--- src/rtl/alu_ctrl_pkg.sv ---
// rtl/alu_ctrl_pkg.sv - shared source-index types and helpers for the ALU write-back select path
package alu_ctrl_pkg;

    localparam int NUM_SRC = 8;

    typedef logic [2:0] src_idx_t;
    typedef logic [7:0] src_vec_t;

    typedef enum logic {
        ST_IDLE = 1'b0,
        ST_HOLD = 1'b1
    } enc_state_t;

    // 3-bit index to 8-bit one-hot, same mapping as the write-select decoder
    function automatic src_vec_t onehot3(input src_idx_t idx);
        onehot3 = src_vec_t'(1) << idx;
    endfunction

    // Number of set bits in a source vector
    function automatic logic [3:0] popcount8(input src_vec_t vec);
        logic [3:0] cnt;
        cnt = 4'd0;
        for (int i = 0; i < NUM_SRC; i++) begin
            cnt = cnt + {3'd0, vec[i]};
        end
        popcount8 = cnt;
    endfunction

endpackage

--- src/rtl/rr_pick8.sv ---
// rtl/rr_pick8.sv - combinational round-robin / fixed-priority pick of one of eight candidates
module rr_pick8
    import alu_ctrl_pkg::*;
#(
    parameter int FIXED_PRIORITY = 0
) (
    input  logic [7:0] cand,
    input  logic [2:0] pointer,
    output logic       found,
    output logic [2:0] idx
);

    src_idx_t        base;
    logic     [15:0] dbl;
    src_vec_t        rot;
    src_idx_t        offset;

    // Rotate candidates so the pointer position lands at bit 0, then take the lowest set bit
    always_comb begin
        base   = (FIXED_PRIORITY != 0) ? 3'd0 : pointer;
        dbl    = {cand, cand};
        rot    = 8'(dbl >> base);
        offset = 3'd0;
        for (int i = NUM_SRC - 1; i >= 0; i--) begin
            if (rot[i]) begin
                offset = i[2:0];
            end
        end
        found = |cand;
        idx   = base + offset;
    end

endmodule

--- src/rtl/eight_to_three_rr_encoder.sv ---
// rtl/eight_to_three_rr_encoder.sv - registered 8-to-3 round-robin encoder with valid/ready output (option: ENCODER_MERGE_CNT_EN)
module eight_to_three_rr_encoder
    import alu_ctrl_pkg::*;
#(
    parameter int FIXED_PRIORITY = 0,
    parameter int RESET_PTR      = 0
) (
    input  logic       clk,
    input  logic       reset_n,
    input  logic [7:0] req_in,
    input  logic       enable,
    output logic [2:0] code_out,
    output logic       code_valid,
    input  logic       code_ready,
    output logic [7:0] pending_out,
`ifdef ENCODER_MERGE_CNT_EN
    output logic [7:0] merge_cnt,
`endif
    output logic       busy
);

    enc_state_t state;
    enc_state_t state_next;
    src_vec_t   pending;
    src_vec_t   pending_next;
    src_idx_t   pointer;
    src_idx_t   pointer_next;
    src_idx_t   code_reg;
    src_idx_t   code_next;

    src_vec_t   held;
    src_vec_t   cand;
    src_idx_t   scan_ptr;
    src_idx_t   pick_idx;
    logic       pick_found;
    logic       accept;
    logic       load;

    // Candidate set, handshake decode and the grant/accept qualifiers
    always_comb begin
        held     = (state == ST_HOLD) ? onehot3(code_reg) : '0;
        cand     = (pending | req_in) & ~held;
        accept   = (state == ST_HOLD) && code_ready;
        // A back-to-back grant on the accept edge scans from the freshly advanced pointer
        scan_ptr = accept ? (code_reg + 3'd1) : pointer;
        load     = enable && pick_found && ((state == ST_IDLE) || accept);
    end

    rr_pick8 #(
        .FIXED_PRIORITY(FIXED_PRIORITY)
    ) u_pick (
        .cand   (cand),
        .pointer(scan_ptr),
        .found  (pick_found),
        .idx    (pick_idx)
    );

    // FSM state register
    always_ff @(posedge clk or negedge reset_n) begin
        if (!reset_n) begin
            state <= ST_IDLE;
        end else begin
            state <= state_next;
        end
    end

    // FSM next state: IDLE grants when possible, HOLD leaves only on accept without a follow-on grant
    always_comb begin
        state_next = state;
        case (state)
            ST_IDLE: begin
                if (load) begin
                    state_next = ST_HOLD;
                end
            end
            ST_HOLD: begin
                if (accept && !load) begin
                    state_next = ST_IDLE;
                end
            end
            default: state_next = ST_IDLE;
        endcase
    end

    // Datapath next values: pending merge/clear (set wins), pointer advance on accept, code load
    always_comb begin
        pending_next = pending | req_in;
        if (accept) begin
            pending_next = pending_next & ~(held & ~req_in);
        end
        pointer_next = accept ? (code_reg + 3'd1) : pointer;
        code_next    = load ? pick_idx : code_reg;
    end

    // Datapath registers
    always_ff @(posedge clk or negedge reset_n) begin
        if (!reset_n) begin
            pending  <= '0;
            pointer  <= src_idx_t'(RESET_PTR);
            code_reg <= '0;
        end else begin
            pending  <= pending_next;
            pointer  <= pointer_next;
            code_reg <= code_next;
        end
    end

    // FSM outputs and observability, all straight from registers
    always_comb begin
        code_valid  = (state == ST_HOLD);
        code_out    = code_reg;
        pending_out = pending;
        busy        = (|pending) || (state == ST_HOLD);
    end

`ifdef ENCODER_MERGE_CNT_EN
    logic [8:0] merge_sum;

    // Sum of requests landing on already-pending bits this cycle
    always_comb begin
        merge_sum = {1'b0, merge_cnt} + {5'd0, popcount8(req_in & pending)};
    end

    // Saturating merge counter, cleared only by reset
    always_ff @(posedge clk or negedge reset_n) begin
        if (!reset_n) begin
            merge_cnt <= 8'd0;
        end else if (merge_sum[8]) begin
            merge_cnt <= 8'hFF;
        end else begin
            merge_cnt <= merge_sum[7:0];
        end
    end
`endif

endmodule

--- config.mk ---
export PLATFORM = sky130hd
export DESIGN_NAME = eight_to_three_rr_encoder
export DESIGN_NICKNAME = d
export VERILOG_FILES = /design/src/rtl/alu_ctrl_pkg.sv /design/src/rtl/rr_pick8.sv /design/src/rtl/eight_to_three_rr_encoder.sv
export SDC_FILE = /design/constraint.sdc
export NUM_CORES = 1
export LEC_CHECK = 0
export BUFFER_PORTS_ARGS = -buffer_cell sky130_fd_sc_hd__buf_2
export CAP_MARGIN = 20
export CELL_PAD_IN_SITES_DETAIL_PLACEMENT = 1
export CELL_PAD_IN_SITES_GLOBAL_PLACEMENT = 2
export CORE_MARGIN = 5
export CORE_UTILIZATION = 33
export CTS_BUF_LIST = sky130_fd_sc_hd__clkbuf_8 sky130_fd_sc_hd__clkbuf_16
export DETAILED_ROUTE_END_ITERATION = 12
export PLACE_DENSITY = 0.82
export REMOVE_ABC_BUFFERS = 1
export SLEW_MARGIN = 40
export SYNTH_ARGS = -nofsm -noshare
export SYNTH_HDL_FRONTEND = slang
export SYNTH_SLANG_ARGS = --single-unit
--- constraint.sdc ---
create_clock -name clk -period 5.05 [get_ports clk]
set_clock_uncertainty 0.15 [all_clocks]
set_input_delay 1.01 -clock clk [delete_from_list [all_inputs] [get_ports clk]]
set_output_delay 1.01 -clock clk [all_outputs]
set_load 0.03 [all_outputs]
Word level (Yosys, flattened, before mapping)
Index checks and enable logic that the tools add are counted.
{"block": "totals", "elab_cells": 39, "ff_bits": 15, "input_bits": 12}
{"block": "classes", "n_shift": 2, "muxes": 14, "reduce_logical": 9, "add_sub_neg": 2, "n_bitwise": 8}
{"operator": "two-way mux 3 bit", "n": 9}
{"operator": "bitwise AND 8 bit", "n": 3}
{"operator": "NOT 8 bit", "n": 3}
{"operator": "two-way mux 8 bit", "n": 2}
{"operator": "OR reduction 8 bit", "n": 2}
{"operator": "right shift 16 x 3 -> 8 bit", "n": 1}
{"operator": "bitwise OR 8 bit", "n": 1}
{"operator": "left shift 1 x 3 -> 8 bit, first input constant", "n": 1}
{"operator": "logical AND 1 bit", "n": 4}
{"operator": "adder 3 x 1 -> 3 bit, second input constant", "n": 1}
{"operator": "adder 3 bit", "n": 1}
{"operator": "logical OR 1 bit", "n": 2}
{"operator": "two-way mux 1 bit", "n": 2}
{"operator": "case mux 1 bit (2 select lines)", "n": 1}
{"operator": "zero test 1 bit", "n": 1}
{"operator": "NOT 1 bit", "n": 1}

Depth between registers and ports, before layout
{"block": "logic_depth", "depth_word": 14, "mapped_depth": 17}

By module
A second synthesis with hierarchy kept.
{"block": "unflattened", "cells_unflattened": 119, "area_unflattened_um2": 1297.5}
{"mod": "eight_to_three_rr_encoder", "seq_area_each_um2": 375.4, "n_inst": 1, "cells_per_inst": 69, "area_per_inst_um2": 778.2}
{"mod": "rr_pick8", "seq_area_each_um2": 0.0, "n_inst": 1, "cells_per_inst": 50, "area_per_inst_um2": 519.2}

Least setup slack after synthesis
No wires, ideal clock.
{"block": "synth_timing", "kind": "input to register", "start": "in code_ready", "end": "reg code_reg[2] (netlist: code_out[2])", "t_required_ps": 4761, "arrival_ps": 3642, "slack_ps": 1119, "path_stages": 15, "path_cell_list": "buf_6 > a21boi_2 > nor4_1 > a2111oi_0 > nor4_2 > a311oi_1 > or3_1 > a211oi_1 > nor3_1 > ha_1 > inv_1 > fa_1 > xnor2_1 > xnor2_1 > a21oi_1"}
{"block": "synth_via", "elab_chain_cells": 12, "elab_cells_between_ends": 14}
{"item": "start, declared", "line_no": "eight_to_three_rr_encoder.sv:14", "text": "input logic code_ready,"}
{"item": "logical AND 1 bit *", "line_no": "eight_to_three_rr_encoder.sv:43", "text": "accept = (state == ST_HOLD) && code_ready;"}
{"item": "two-way mux 3 bit"}
{"item": "right shift 16 x 3 -> 8 bit", "line_no": "rr_pick8.sv:22", "text": "rot = 8'(dbl >> base);"}
{"item": "two-way mux 3 bit (8 in a row)", "line_no": "rr_pick8.sv:25", "text": "if (rot[i]) begin"}
{"item": "adder 3 bit", "line_no": "rr_pick8.sv:30", "text": "idx = base + offset;"}
{"item": "end signal, assigned", "line_no": "eight_to_three_rr_encoder.sv:104", "text": "code_reg <= code_next;"}
{"item": "end, declared", "line_no": "eight_to_three_rr_encoder.sv:28", "text": "src_idx_t code_reg;"}
Every way passes the cells marked *; elsewhere a longest branch is shown, timed or not.
A chain may end at the register's enable or synchronous reset.

Final worst setup path
Same ends and word-level chain as after synthesis.

==> metrics.sh <==
MET2_USAGE_PCT=27.3
WORST-SETUP-PATH-TYPE='in -> reg'
SYNTHESIS.INSTANCES=167
LARGEST_NET_DEGREE_AT_THE_START_OF_GLOBAL_ROUTING=26
DIE_HEIGHT_UM=76.4
DRT_PRE_ANTENNA_ITERS=4
FINALHOLDVIOLATIONS=0
GRT_FIRST_PASS_WIRELENGTH_UM=7740
ROUTE.DETAILED.DRC=0
RUN_STATUS='finished, final reports clean'
POST_ROUTE_CELLS_DRIVE_ABOVE_1_SHARE_PCT=22.6
FRACTION_OF_MET3_TRACKS_USED_BY_GLOBAL_ROUTING_PCT=2.01
SYNTH_SEQ_AREA_SHARE_PCT=25.8
HALF_PERIMETER_WIRE_LENGTH_AFTER_PLACEMENT_UM=3670
SYNTH_LARGEST_AREA_CELL='sky130_fd_sc_hd__dfrtp_1'
SLEW_HEADROOM_PCT=47.9
PLACE_AREA_UM2=1560
FIRST_GLOBAL_VIAS=1483
CP_NUM_BUF_INV=3
CRITPATHSLOWESTCELL='sky130_fd_sc_hd__a2111oi_0'
CTS_BUFFERS=3
CRIT_PATH_CELL_TRACE='buf_2 -> and3_1 -> a21o_2 -> inv_1 -> a2111oi_0 -> nor4_2 -> a311oi_1 -> or3_1 -> a211oi_1 -> nor3_1 -> ha_1 -> inv_1 -> fa_1 -> xnor2_1 -> xnor2_1 -> a21oi_1'
COUNT_OF_STANDARD_CELL_ROWS=24
CLOCK-SINKS=15
CTS_TREE='yes'
MIN_PERIOD_OVER_PERIOD_PCT=86.8
WHS_PATH_DEPTH=1
CRITPATHMAXFANOUT=14
INITIAL_CORE_UTILIZATION_PCT=33.6
POWER_DENSITY_nW_PER_UM2=596
SYNTHTOLAYOUTAREAGROWTH_PCT=10.7
WORST_R2R_STARTPOINT='code_valid'
SETUP_TOTAL_NEGATIVE_SLACK_PS=0
ANTENNA_VIOLATING_NETS_POST_ROUTE=0
SETUP_SLACK_PS=667
TIMING.FINAL.CRIT_PERIOD_PS=4380
GLOBALROUTETOTALUTIL_PCT=16.0
DIE_X_UM=76.4
WORSTREG2REGEND='code_out[2]'
GRT-BUSIEST-LAYER='met2'
GRT.MET1_USAGE_PCT=20.9
CPPEAKSTAGEDELAY_PS=530
FIRST_ITER_VIOLATIONS=109
ARRIVAL_PS=4360
POST_CTS_RESIZED=0
WORST_SETUP_PATH_START_KIND='primary input'
TOTAL_OF_HOLD_BUFFERS_INSERTED_AFTER_CLOCK_TREE_SYNTHESIS=0
MEAN_INSTANCE_SIZE_IN_THE_SYNTHESIZED_NETLIST_UM2=8.71
POST_SYNTH_MAIN_AREA_CONTRIBUTORS='sky130_fd_sc_hd__dfrtp_1 (26%), sky130_fd_sc_hd__ha_1 (6.0%), sky130_fd_sc_hd__nor3_1 (5.2%), sky130_fd_sc_hd__buf_6 (3.9%), sky130_fd_sc_hd__nor2_1 (3.9%)'
WORST_HOLD_PATH.ENDPOINT='pending_out[4]'
POSTCTSSETUPREPAIRBUFS=0
CLK_ROOT_BUFFER_CELL='sky130_fd_sc_hd__clkbuf_8'
CLOCK_LATENCY_ON_THE_WORST_SKEW_PAIR_PS=260
SYNTH_AREA_UM2=1450
POST_SYNTH_NUM_CELL_TYPES=47
MOST-COMMON-LAYOUT-CELLS='sky130_fd_sc_hd__buf_2 (24), sky130_fd_sc_hd__nor2_1 (15), sky130_fd_sc_hd__nor3_1 (15), sky130_fd_sc_hd__dfrtp_1 (15), sky130_fd_sc_hd__a21oi_1 (8)'
RSZ0062_AT_GRT='no'
VDD.IR_DROP.WORST_mV=0.176
MAX_CLOCK_FREQ_MHz=228
WORST_PIN_SLEW_PS=781
PIN_COUNT=25
AVERAGE_VIA_COUNT_PER_STANDARD_CELL=5.80
DIODES=0
CP_TOP_FAMILY='compound AO/OA/AOI/OAI gates'
ROUTED_WIRE_LENGTH_PER_INSTANCE_UM=18.9
PATH_CLK_SLEW_PS=70
MAX_CAP_VIOL_COUNT=0
PLACE.GP.CONGESTION=0.861
FIN_NETS=207
ROUTED_WL_UM=4490
ANTENNA_FOUND_INITIAL=0
DP_WORST_SETUP_SLACK_PS=374
YS_SEQ_ELEMENTS=15
NFILLCELLS=541
SYNTH.YOSYS.WARNINGS=0
P_LEAK_uW=0.000636
WORSTREGTOREGCELLS=15
FINALSETUPVIOLATIONS=0
CP_DATA_REQUIRED_TIME_PS=5030
REGTOREGSETUPSLACK_PS=730
TIMING.HOLD.WORST.START='pending_out[4]'
GR-TOTAL-OVERFLOW=0
SYNTH_TOP_AREA_SHARE_PCT=25.8
CTS.PATH.MAX_BUFFERS=2
FINAL_CELL_AREA_UM2=1610
DIE_AREA_UM2=5830
FP.COREAREA_UM2=4320
CTSHTREEMAXLEVEL=1
WORST_HOLD_PATH_TYPE='reg -> reg'
SETUP.WORST_PATH.END_CLASS='register'
NUM_VIAS=1381
MOST_COMMON_LIBRARY_CELL_IN_THE_LAYOUT_IGNORING_FILL_AND_TAPS='sky130_fd_sc_hd__buf_2'
IO_BUFFER_COUNT=24
TIMING_MAX_TRANSITION_VIOLATIONS_FINAL=0
==> worst max path at each step <==
| stage | startpoint | endpoint | cells past startpoint |
|---|---|---|---|
| finish | code_ready | code_out[2] | 16 |
| global route | code_valid | code_out[2] | 15 |
| CTS | code_ready | code_out[2] | 16 |
| detailed placement | code_ready | code_out[2] | 16 |
| global placement | code_ready | code_out[2] | 16 |
| floorplan | code_ready | code_out[2] | 14 |
==> per-layer routing <==
metal / wire [um] / vias to the layer above / share of wire [%]
li1: - / 671 / -
met1: 2100 / 669 / 47
met2: 2170 / 36 / 48
met3: 182 / 5 / 4.1
met4: 44 / 0 / 0.98
met5: 0 / - / 0
==> cells in the mapped netlist (all sizes together) <==
library cell	n
a2111oi	2
a211o	1
a211oi	6
a21bo	1
a21boi	1
a21o	8
a21oi	9
a311oi	2
a31o	1
and3	3
and3b	5
buf	9
dfrtp	15
fa	1
ha	7
inv	8
mux2i	1
nand2	7
nand3	4
nand3b	1
nand4	4
nor2	15
nor2b	1
nor3	15
nor4	11
o211a	1
o211ai	7
o21a	1
o21ai	6
o21bai	1
o2bb2ai	2
o31ai	1
o41ai	1
or2	2
or3	5
xnor2	2
==> area by class of cell <==
cell class / count / area, um^2 / area share (%)
well taps: 52 / 65.1 / 4.04
repair buffers: 24 / 120 / 7.47
flip-flops and latches: 15 / 375 / 23.3
clock inverters: 1 / 7.51 / 0.467
clock buffers: 3 / 41.3 / 2.57
inverters: 8 / 30.0 / 1.87
multi-input cells: 135 / 970 / 60.3
==> metrics by stage <==
step / instances / util (%) / power (uW) / hold WS [ps]
after CTS: 238 / 37.2 / 963 / 390
after global placement: 234 / 36.1 / 838 / 358
after global routing: 238 / 37.2 / 1050 / 416
after detailed placement: 234 / 36.1 / 858 / 372
final: 238 / 37.2 / 959 / 380
after floorplan: 158 / - / 678 / 431
==> state kept, by name, indices dropped and copies added, names as in the netlist <==
name,flops
code_valid,1
code_out,3
pointer,3
pending_out,8
==> cell families (layout without fill, tap and decap cells) <==
kind of cell    after synthesis  after routing  synth area share [%]
flops                        15             15                  25.8
xor+xnor                      2              2                  1.21
compound gates               51             51                  26.7
simple gates                 73             73                  30.7
buf+inv                      17             36                  7.49
mux                           1              1                 0.688
fa+ha+maj                     8              8                  7.40
==> report_power, final <==
group | leakage [uW] | internal, uW | switching (uW)
Clock | 0.0000217 | 55.6 | 48.1
Sequential | 0.000152 | 149 | 38.9
Combinational | 0.000462 | 251 | 416
Total | 0.000636 | 456 | 503
==> worst reg2reg max path, delay by kind of cell, from the launching register on <==
kind            cells  cell delay, ps
compound gates      5            1220
flops               1             850
simple gates        4             740
fa+ha+maj           2             560
xor+xnor            2             330
buf+inv             2             320
(Power assumes the default switching activity.)
